File: src/rtl/addsub_32_reg.sv
// Registered two's-complement adder/subtractor built from 4-bit CLA groups.
// Optional flag outputs (ovf/zero/neg) are enabled with ADDSUB_32_FLAGS_EN.
module addsub_32_reg #(
  parameter int WIDTH = 32
) (
  input  logic             clk,
  input  logic             rst_n,
  input  logic             in_valid,
  input  logic [WIDTH-1:0] x,
  input  logic [WIDTH-1:0] y,
  input  logic             sub,
  output logic [WIDTH-1:0] s,
  output logic             cout,
  output logic             out_valid
`ifdef ADDSUB_32_FLAGS_EN
  ,
  output logic             ovf,
  output logic             zero,
  output logic             neg
`endif
);

  localparam int NGRP = WIDTH / 4;

  logic [WIDTH-1:0] yb;
  logic [WIDTH-1:0] p;
  logic [WIDTH-1:0] g;
  logic [WIDTH:0]   c;
  logic [NGRP-1:0]  grp_p;
  logic [NGRP-1:0]  grp_g;
  logic [WIDTH-1:0] sum;

  logic [WIDTH-1:0] s_d, s_q;
  logic             cout_d, cout_q;
  logic             vld_d, vld_q;

  // Operand prep, per-group lookahead carries, and the sum
  always_comb begin
    yb    = y ^ {WIDTH{sub}};
    p     = x ^ yb;
    g     = x & yb;
    c     = '0;
    grp_p = '0;
    grp_g = '0;
    c[0]  = sub;
    for (int k = 0; k < NGRP; k++) begin
      c[4*k+1] = g[4*k]
               | (p[4*k] & c[4*k]);
      c[4*k+2] = g[4*k+1]
               | (p[4*k+1] & g[4*k])
               | (p[4*k+1] & p[4*k] & c[4*k]);
      c[4*k+3] = g[4*k+2]
               | (p[4*k+2] & g[4*k+1])
               | (p[4*k+2] & p[4*k+1] & g[4*k])
               | (p[4*k+2] & p[4*k+1] & p[4*k]
                  & c[4*k]);
      grp_p[k] = p[4*k+3] & p[4*k+2]
               & p[4*k+1] & p[4*k];
      grp_g[k] = g[4*k+3]
               | (p[4*k+3] & g[4*k+2])
               | (p[4*k+3] & p[4*k+2] & g[4*k+1])
               | (p[4*k+3] & p[4*k+2] & p[4*k+1]
                  & g[4*k]);
      c[4*k+4] = grp_g[k] | (grp_p[k] & c[4*k]);
    end
    sum = p ^ c[WIDTH-1:0];
  end

  // Capture on valid, hold otherwise
  always_comb begin
    s_d    = s_q;
    cout_d = cout_q;
    vld_d  = in_valid;
    if (in_valid) begin
      s_d    = sum;
      cout_d = c[WIDTH];
    end
  end

  // Result registers with asynchronous clear
  always_ff @(posedge clk or negedge rst_n) begin
    if (!rst_n) begin
      s_q    <= '0;
      cout_q <= 1'b0;
      vld_q  <= 1'b0;
    end else begin
      s_q    <= s_d;
      cout_q <= cout_d;
      vld_q  <= vld_d;
    end
  end

  assign s         = s_q;
  assign cout      = cout_q;
  assign out_valid = vld_q;

`ifdef ADDSUB_32_FLAGS_EN
  logic ovf_d, ovf_q;
  logic zero_d, zero_q;
  logic neg_d, neg_q;

  // Signed overflow, zero and sign flags of the new result
  always_comb begin
    ovf_d  = ovf_q;
    zero_d = zero_q;
    neg_d  = neg_q;
    if (in_valid) begin
      ovf_d  = c[WIDTH] ^ c[WIDTH-1];
      zero_d = (sum == '0);
      neg_d  = sum[WIDTH-1];
    end
  end

  // Flag registers, cleared with the result
  always_ff @(posedge clk or negedge rst_n) begin
    if (!rst_n) begin
      ovf_q  <= 1'b0;
      zero_q <= 1'b0;
      neg_q  <= 1'b0;
    end else begin
      ovf_q  <= ovf_d;
      zero_q <= zero_d;
      neg_q  <= neg_d;
    end
  end

  assign ovf  = ovf_q;
  assign zero = zero_q;
  assign neg  = neg_q;
`endif

endmodule

File: config.mk
export PLATFORM = sky130hd
export DESIGN_NAME = addsub_32_reg
export DESIGN_NICKNAME = d
export VERILOG_FILES = /design/src/rtl/addsub_32_reg.sv
export SDC_FILE = /design/constraint.sdc
export NUM_CORES = 1
export LEC_CHECK = 0
export ABC_AREA = 1
export BUFFER_PORTS_ARGS = -buffer_cell sky130_fd_sc_hd__buf_2
export CAP_MARGIN = 20
export CORE_MARGIN = 2
export CORE_UTILIZATION = 33
export CTS_BUF_LIST = sky130_fd_sc_hd__clkbuf_2
export CTS_CLUSTER_DIAMETER = 80
export DETAILED_ROUTE_END_ITERATION = 6
export PLACE_DENSITY = 0.67
export SLEW_MARGIN = 20
export SYNTH_ARGS = -nofsm -noshare
export SYNTH_HDL_FRONTEND = slang
export SYNTH_SLANG_ARGS = --single-unit
export TNS_END_PERCENT = 10
File: constraint.sdc
create_clock -name clk -period 0.8 [get_ports clk]
set_input_delay 0.16 -clock clk [delete_from_list [all_inputs] [get_ports clk]]
set_output_delay 0.16 -clock clk [all_outputs]
set_load 0.02 [all_outputs]
==> summary.md, run 1 <==
| Metric | Value |
|---|---|
| Outcome | complete, but fails checks |
| Violated checks | setup timing |
| Peak Freq | roughly 440 MHz |
| Post-synth top area cell | dfrtp_1 |
| Clock Tree Root | clkbuf_2 |
| Finished Layout Cells | ~600 |
| Largest cells by area after synthesis | dfrtp_1 (30%), ha_1 (14%), xor2_1 (13%) |
| Die Y | between 90 and 100 µm |
| Post-synth EDFFs | 0 |
| Clk buf depth | 2 |
| Fin crit period | 2.256 ns |
| Vias per cell | between 4 and 5 |
| Detailed-route DRC error count | 0 |
| First-pass GRT wire length | 12.34 mm |
| Syn Area/Cell | 8.101 µm² |
| Sw Ratio | a little over two fifths |
| WHS Path Cells | 2 |
| Dpl ws | -1.954 ns |
| ANT nets after route | 0 |
| Layout Utilization | around half |
| Synthesized cell area | ~0.0028 mm² |
| RSZ-0062 raised after global routing | true |
| PnR worst setup slack | -1.456 ns |
| Critical path's top delay family | adder cells |
| Tot Pwr | around 7.3 mW |
| Fin. max-slew vios | 0 |
| Yosys cell types | 24 |
| Core area | between 0.008 and 0.009 mm² |
| TritonRoute pass-1 iters | 4 |
| Max FO, Critical Path | 8 |
| Routed met3 length | ~370 µm |
| WL final | roughly 7.5 mm |
| Gpl congestion | around 0.84 |
| Post-synthesis cell count | 350 |
| Placed Area | between 0.003 and 0.004 mm² |
| Yosys top cell area share | a little under a third |
| FF-to-FF setup slack | 0.13 ns |
| MaxCap Viol Count | 0 |
| Total GRT Usage | between 15 and 20% |
| Iter 0 DRT Violations | 58 |
| WP buf/inv | 4 |
| DP Cell Count | around 600 |
| Power per cell area | 1716 mW/mm² |
| Post-layout instance area | roughly 0.0042 mm² |
| WL/cell | ~12 µm |
| Die area | around 0.0093 mm² |
| Worst-path cell chain | buf_12 > buf_12 > xor2_1 > ha_1 > a21oi_2 > nand2_1 > a21oi_2 > nand2_2 > nand2_1 > nand2_1 > nand2_1 > nand2_2 > nand2_2 > nand2_2 > nand2_2 > nand2_4 > buf_4 > inv_4 > fa_2 > o21ai_1 |
| FFs w/ async S/R, synth | 100.0% |
| Endpoint, Worst Hold | out_valid$_DFF_PN0_ |
| Worst Setup Start Kind | input port |
| Relative slew slack | a little under 80% |
| CTS tree | built |
| I/O pin count | between 100 and 150 |
| Number of cell rows | 33 |
| Critical path type | in2reg |
| Share of layout cells above drive strength 1 | 42.97% |
| Yosys warning count | 0 |
| Peak supply drop | 0.6799 mV |
| Initial antenna violation count | 1 |
| Die span in x | between 90 and 100 µm |
| Clock Latency Late Sink | between 0.3 and 0.4 ns |
| CTS clk-pin slew, worst paths | about 0.18 ns |
| Capturing point of the worst reg2reg path | s[20]$_DFFE_PN0P_ |
| Yosys reg bits | 34 |
| Min-delay src | in_valid |
| Tcrit/Tclk final | 281.9% |
| Post-synthesis sequential area ratio | 30.01% |
| Sink Count | 34 |
| Register share of total power | approximately a third |
| Via count | approximately 2800 |
| H-tree depth | 2 |
| Top sig layer | met4 |
| Vias in the first global route | approximately 2800 |
| Cell-internal power | 4.212 mW |
| Clk pwr share | between 10 and 15% |
| Part of the power in combinational logic | a little under three fifths |
| Crit-path most repeated cell | nand2_2 |
| Worst Path Arrival | between 2 and 3 ns |
| Area added between synthesis and finish | 49.43% |
| Fillcell total | between 700 and 800 |
| Metal2 WL | 4.000 mm |
| Inserted Clock Buffers | 5 |
| NetSw | 3.057 mW |
| Port Buffer Count | 101 |
| FF-to-FF Start | s[20]$_DFFE_PN0P_ |
| Starting Density | between 30% and 40% |
| Ys flop type | dfrtp_1 |
| R2R depth | 2 |
| DRT met1 WL | ~3.1 mm |
| Nets | just over 600 |
| GR Overflow Total | 0 |
| Slowest CP cell | fa_2 |
| Hpwl dp | just under 6 mm |
| Syn Nets | approximately 460 |
| Largest net degree at the start of global routing | 35 |
| HP Class | in2reg |
| Leakage | 2.305 nW |
| Least-Margin Pin Slew | between 0.3 and 0.4 ns |
| Worst Clk Skew | 0 ns |
| # setup viols final | 67 |
| Hold Violations, Final | 0 |
| CP required | about 1.1 ns |
| Slowest Stage Delay on Critical Path | 0.41 ns |
| Critical path capture point type | flop |
==> through the flow <==
stage	hold WS (ns)	setup TNS (ns)
finish	0.09322	-44.46
global route	0.05340	-49.32
CTS	0.06150	-44.85
detailed placement	0.1391	-48.01
global placement	0.1389	-45.63
floorplan	-0.1356	-40.55
==> power groups by stage <==
stage | registers (mW) | logic (mW) | clock network, mW
after floorplan | 2.91 | 1.64 | 0
after global placement | 2.39 | 3.59 | 0
after detailed placement | 2.39 | 3.70 | 0
after CTS | 2.37 | 3.92 | 0.846
after global routing | 2.43 | 4.54 | 0.903
final | 2.37 | 4.11 | 0.788
==> worst reg2reg max path: stages, from the launching register on <==
cell and delay, ns:
dfrtp_1 0.45, nand2_1 0.09, o21ai_2 0.05
==> Yosys cell counts (3+ instances only) <==
cell type,n
nand2_2,8
clkbuf_1,10
nor2_1,17
ha_1,32
a21oi_1,16
inv_1,42
nand2_1,74
xnor2_1,8
o21ai_1,3
o21ai_0,28
xor2_1,42
dfrtp_1,34
nand3_1,15
fa_1,7
o21bai_1,3
==> metal layers <==
metal,track usage (%),up-vias
li1,-,1440
met1,18.17,1268
met2,29.75,75
met3,3.251,7
met4,5.200,0
met5,0,-
==> layout make-up <==
| class | count | area, µm² | area share [%] |
|---|---|---|---|
| Sequential cell | 34 | 850.8 | 20.08 |
| Inverter | 42 | 160.2 | 3.780 |
| Antenna cell | 1 | 2.502 | 0.05907 |
| Clock buffer | 5 | 25.02 | 0.5907 |
| Tap cell | 105 | 131.4 | 3.101 |
| Multi-Input combinational cell | 263 | 1939 | 45.78 |
| Clock inverter | 1 | 3.754 | 0.08860 |
| Timing Repair Buffer | 167 | 1124 | 26.52 |
==> sequential cells by signal, indices dropped and copies added, names as in the netlist <==
name,count
s,32
cout,1
out_valid,1
==> kinds of logic after synthesis <==
logic type	share of synthesized area, %
multiplexers	0.3531
AO/OA/AOI/OAI	10.64
flip-flops	30.01
AND/OR/NAND/NOR	17.21
buffers and inverters	7.282
adder cells (fa/ha/maj)	19.06
XOR/XNOR	15.45
==> repair_timing <==
| action | in CTS | in global routing |
|---|---|---|
| cloned | 1 | 0 |
| pin swaps | 24 | 21 |
| endpoints found under the setup margin | 67 | 67 |
| hold endpoints to repair | 34 | 0 |
| buffers inserted | 2 | 4 |
| resized for setup | 37 | 35 |
| hold buffers | 1 | 0 |
==> how the worst max path moves through the flow <==
stage,from,endpoint,slack (ns),depth (start not counted)
after floorplan,sub,s[28]$_DFFE_PN0P_,-1.77,23
after global placement,sub,s[28]$_DFFE_PN0P_,-1.88,23
after detailed placement,sub,s[28]$_DFFE_PN0P_,-1.95,23
after CTS,sub,s[28]$_DFFE_PN0P_,-1.47,21
after global routing,sub,s[29]$_DFFE_PN0P_,-1.53,24
final,sub,s[24]$_DFFE_PN0P_,-1.46,20
==> layout by cell type (no fill, tap or decap), types with 6 or more instances in the layout <==
cell     instances
buf_2           95
nand2_1         63
buf_4           59
xor2_1          40
inv_1           38
dfrtp_1         34
ha_1            32
o21ai_1         17
nor2_1          16
nand2_2         15
nand3_1         13
a21oi_1         12
o21ai_0         11
fa_2             7
buf_6            6
(Power assumes the default switching activity.)
==> inputs of run 2 (changes only) <==
SKIP_CTS_REPAIR_TIMING = 1   (was unset)
clock period = 2.5 ns   (was 0.8 ns; I/O delays follow)
==> summary.md, run 2 (synthesis results as in run 1) <==
| Metric | Value |
|---|---|
| Outcome | complete, but fails checks |
| Violated checks | setup timing |
| CTS tree | built |
| Area added between synthesis and finish | 40.82% |
| Iter 0 DRT Violations | between 60 and 70 |
| Initial antenna violation count | 0 |
| Layout Utilization | 48.35% |
| Share of layout cells above drive strength 1 | a little under two fifths |
| # setup viols final | 5 |
| R2R depth | 2 |
| Gpl congestion | 0.8008 |
| Placed Area | ~0.0038 mm² |
| Antenna Cells | 0 |
| FF-to-FF Start | s[24]$_DFFE_PN0P_ |
| HP Class | in2async |
| CP required | between 2 and 3 ns |
| I/O pin count | between 100 and 150 |
| Critical path capture point type | flop |
| Relative slew slack | between 40% and 50% |
| Hold Violations, Final | 0 |
| NetSw | ~0.9 mW |
| RSZ-0062 raised after global routing | true |
| Least-Margin Pin Slew | between 0.7 and 0.8 ns |
| Total GRT Usage | 14.61% |
| Post-layout instance area | approximately 0.0040 mm² |
| Fin crit period | around 2.6 ns |
| Core area | about 0.0083 mm² |
| DP Cell Count | 593 |
| H-tree depth | 2 |
| TritonRoute pass-1 iters | 4 |
| Commonest non-fill, non-tap cell in the layout | buf_2 |
| Vias in the first global route | 2700 |
| Die Y | a little under 100 µm |
| Sw Ratio | 41.86% |
| Worst Setup Start Kind | input port |
| Starting Density | 34.33% |
| Clock Tree Root | clkbuf_2 |
| GR Overflow Total | 0 |
| Nets | a little over 600 |
| Leakage | between 2 and 2.5 nW |
| TNS Setup | -0.2198 ns |
| Part of the power in combinational logic | 54.6% |
| Clock Latency Late Sink | about 0.35 ns |
| Largest net degree at the start of global routing | 35 |
| Finished Layout Cells | between 600 and 700 |
| Die area | between 0.009 and 0.01 mm² |
| Cell-internal power | approximately 1.3 mW |
| Die span in x | between 90 and 100 µm |
| Clk buf depth | 2 |
| Worst Clk Skew | 0 ns |
| Fin. max-slew vios | 0 |
| Critical path type | in2reg |
| Tot Pwr | approximately 2.2 mW |
| Worst Path Arrival | approximately 2.8 ns |
| Inserted Clock Buffers | 5 |
| Vias per cell | roughly 4.6 |
| Number of cell rows | 33 |
| Power per cell area | about 550 mW/mm² |
| Clk pwr share | a little over a tenth |
| MaxCap Viol Count | 0 |
| Tcrit/Tclk final | 103.0% |
| Max FFs per register | 32 |
| First-pass GRT wire length | around 11 mm |
| PnR worst setup slack | -0.07413 ns |
| Fillcell total | between 800 and 900 |
| Via count | about 2800 |
| Register share of total power | between 30% and 40% |
| Worst setup path start | sub |
| Port Buffer Count | approximately 100 |
| Sink Count | 34 |
| Detailed-route DRC error count | 0 |
| Max FO, Critical Path | 7 |
| Peak Freq | 388.5 MHz |
| ANT nets after route | 0 |
| WL final | 6.998 mm |
| Hpwl dp | ~5.7 mm |
| WL/cell | around 12 µm |
| Most frequent cells in the layout | buf_2 (100), nand2_1 (64), buf_4 (52) |
| CTS clk-pin slew, worst paths | 0.17 ns |
| Peak supply drop | 0.2100 mV |
run 2: changes by cell type in the layout (fill, tap and decap cells not counted), moves of 3 or more:
cell | before | now
o21ai_0 | 11 | 25
o21ai_1 | 17 | 6
buf_4 | 59 | 52
buf_6 | 6 | 0
buf_2 | 95 | 100
fa_1 | 0 | 5
fa_2 | 7 | 2
buf_12 | 5 | 2
inv_1 | 38 | 41
nand2_4 | 4 | 1
o21ai_2 | 3 | 0
run 2: power groups by stage:
stage               registers (mW)  clock network (mW)  logic (mW)
finish                       0.758               0.240        1.20
floorplan                    0.932                   0       0.524
global route                 0.776               0.286        1.33
global placement             0.766                   0        1.12
CTS                          0.761               0.256        1.16
detailed placement           0.770                   0        1.16
run 2: metrics by stage:
stage	setup WS (ns)	hold slack, ns
after floorplan	-0.4062	0.2044
after global placement	-0.5715	0.4631
after detailed placement	-0.6637	0.4665
after CTS	-0.2541	0.1946
after global routing	-0.1800	0.2069
final	-0.07413	0.1796
run 2: critical path, stage by stage:
cell	delay [ns]
buf_12	0.11
buf_4	0.17
xor2_1	0.16
ha_1	0.32
inv_1	0.07
o21bai_1	0.18
a211oi_2	0.10
nand2_2	0.09
nand2_2	0.06
nand2_2	0.07
nand2_2	0.05
nand2_2	0.07
nand2_2	0.07
nand2_4	0.07
nand2_2	0.05
nand2_2	0.07
inv_2	0.04
fa_2	0.52
o21ai_1	0.05
run 2: worst paths after layout:
check	to	slack [ns]
worst max register to register	s[24]$_DFFE_PN0P_	1.81
worst min-delay path	s[12]$_DFFE_PN0P_	0.18
worst min register to register	s[26]$_DFFE_PN0P_	0.50
worst max-delay path	s[28]$_DFFE_PN0P_	-0.07
min in group clk	out_valid$_DFF_PN0_	0.38
max in group asynchronous	s[22]$_DFFE_PN0P_	1.82
run 2: metal layers:
layer	up-vias	global-route usage, %	routed length, µm
met5	-	0	0
met4	0	5.200	158
met3	11	2.746	277
met2	69	26.82	3611
met1	1270	16.83	2951
li1	1419	-	-
run 2: cell type report:
cell class / count / area [µm²] / area share (%)
clock buffer: 5 / 25.02 / 0.6268
timing repair buffer: 155 / 955.9 / 23.94
sequential: 34 / 850.8 / 21.31
inverter: 42 / 157.7 / 3.949
multi-input combinational: 263 / 1861 / 46.60
clock inverter: 3 / 11.26 / 0.2820
tap: 105 / 131.4 / 3.291
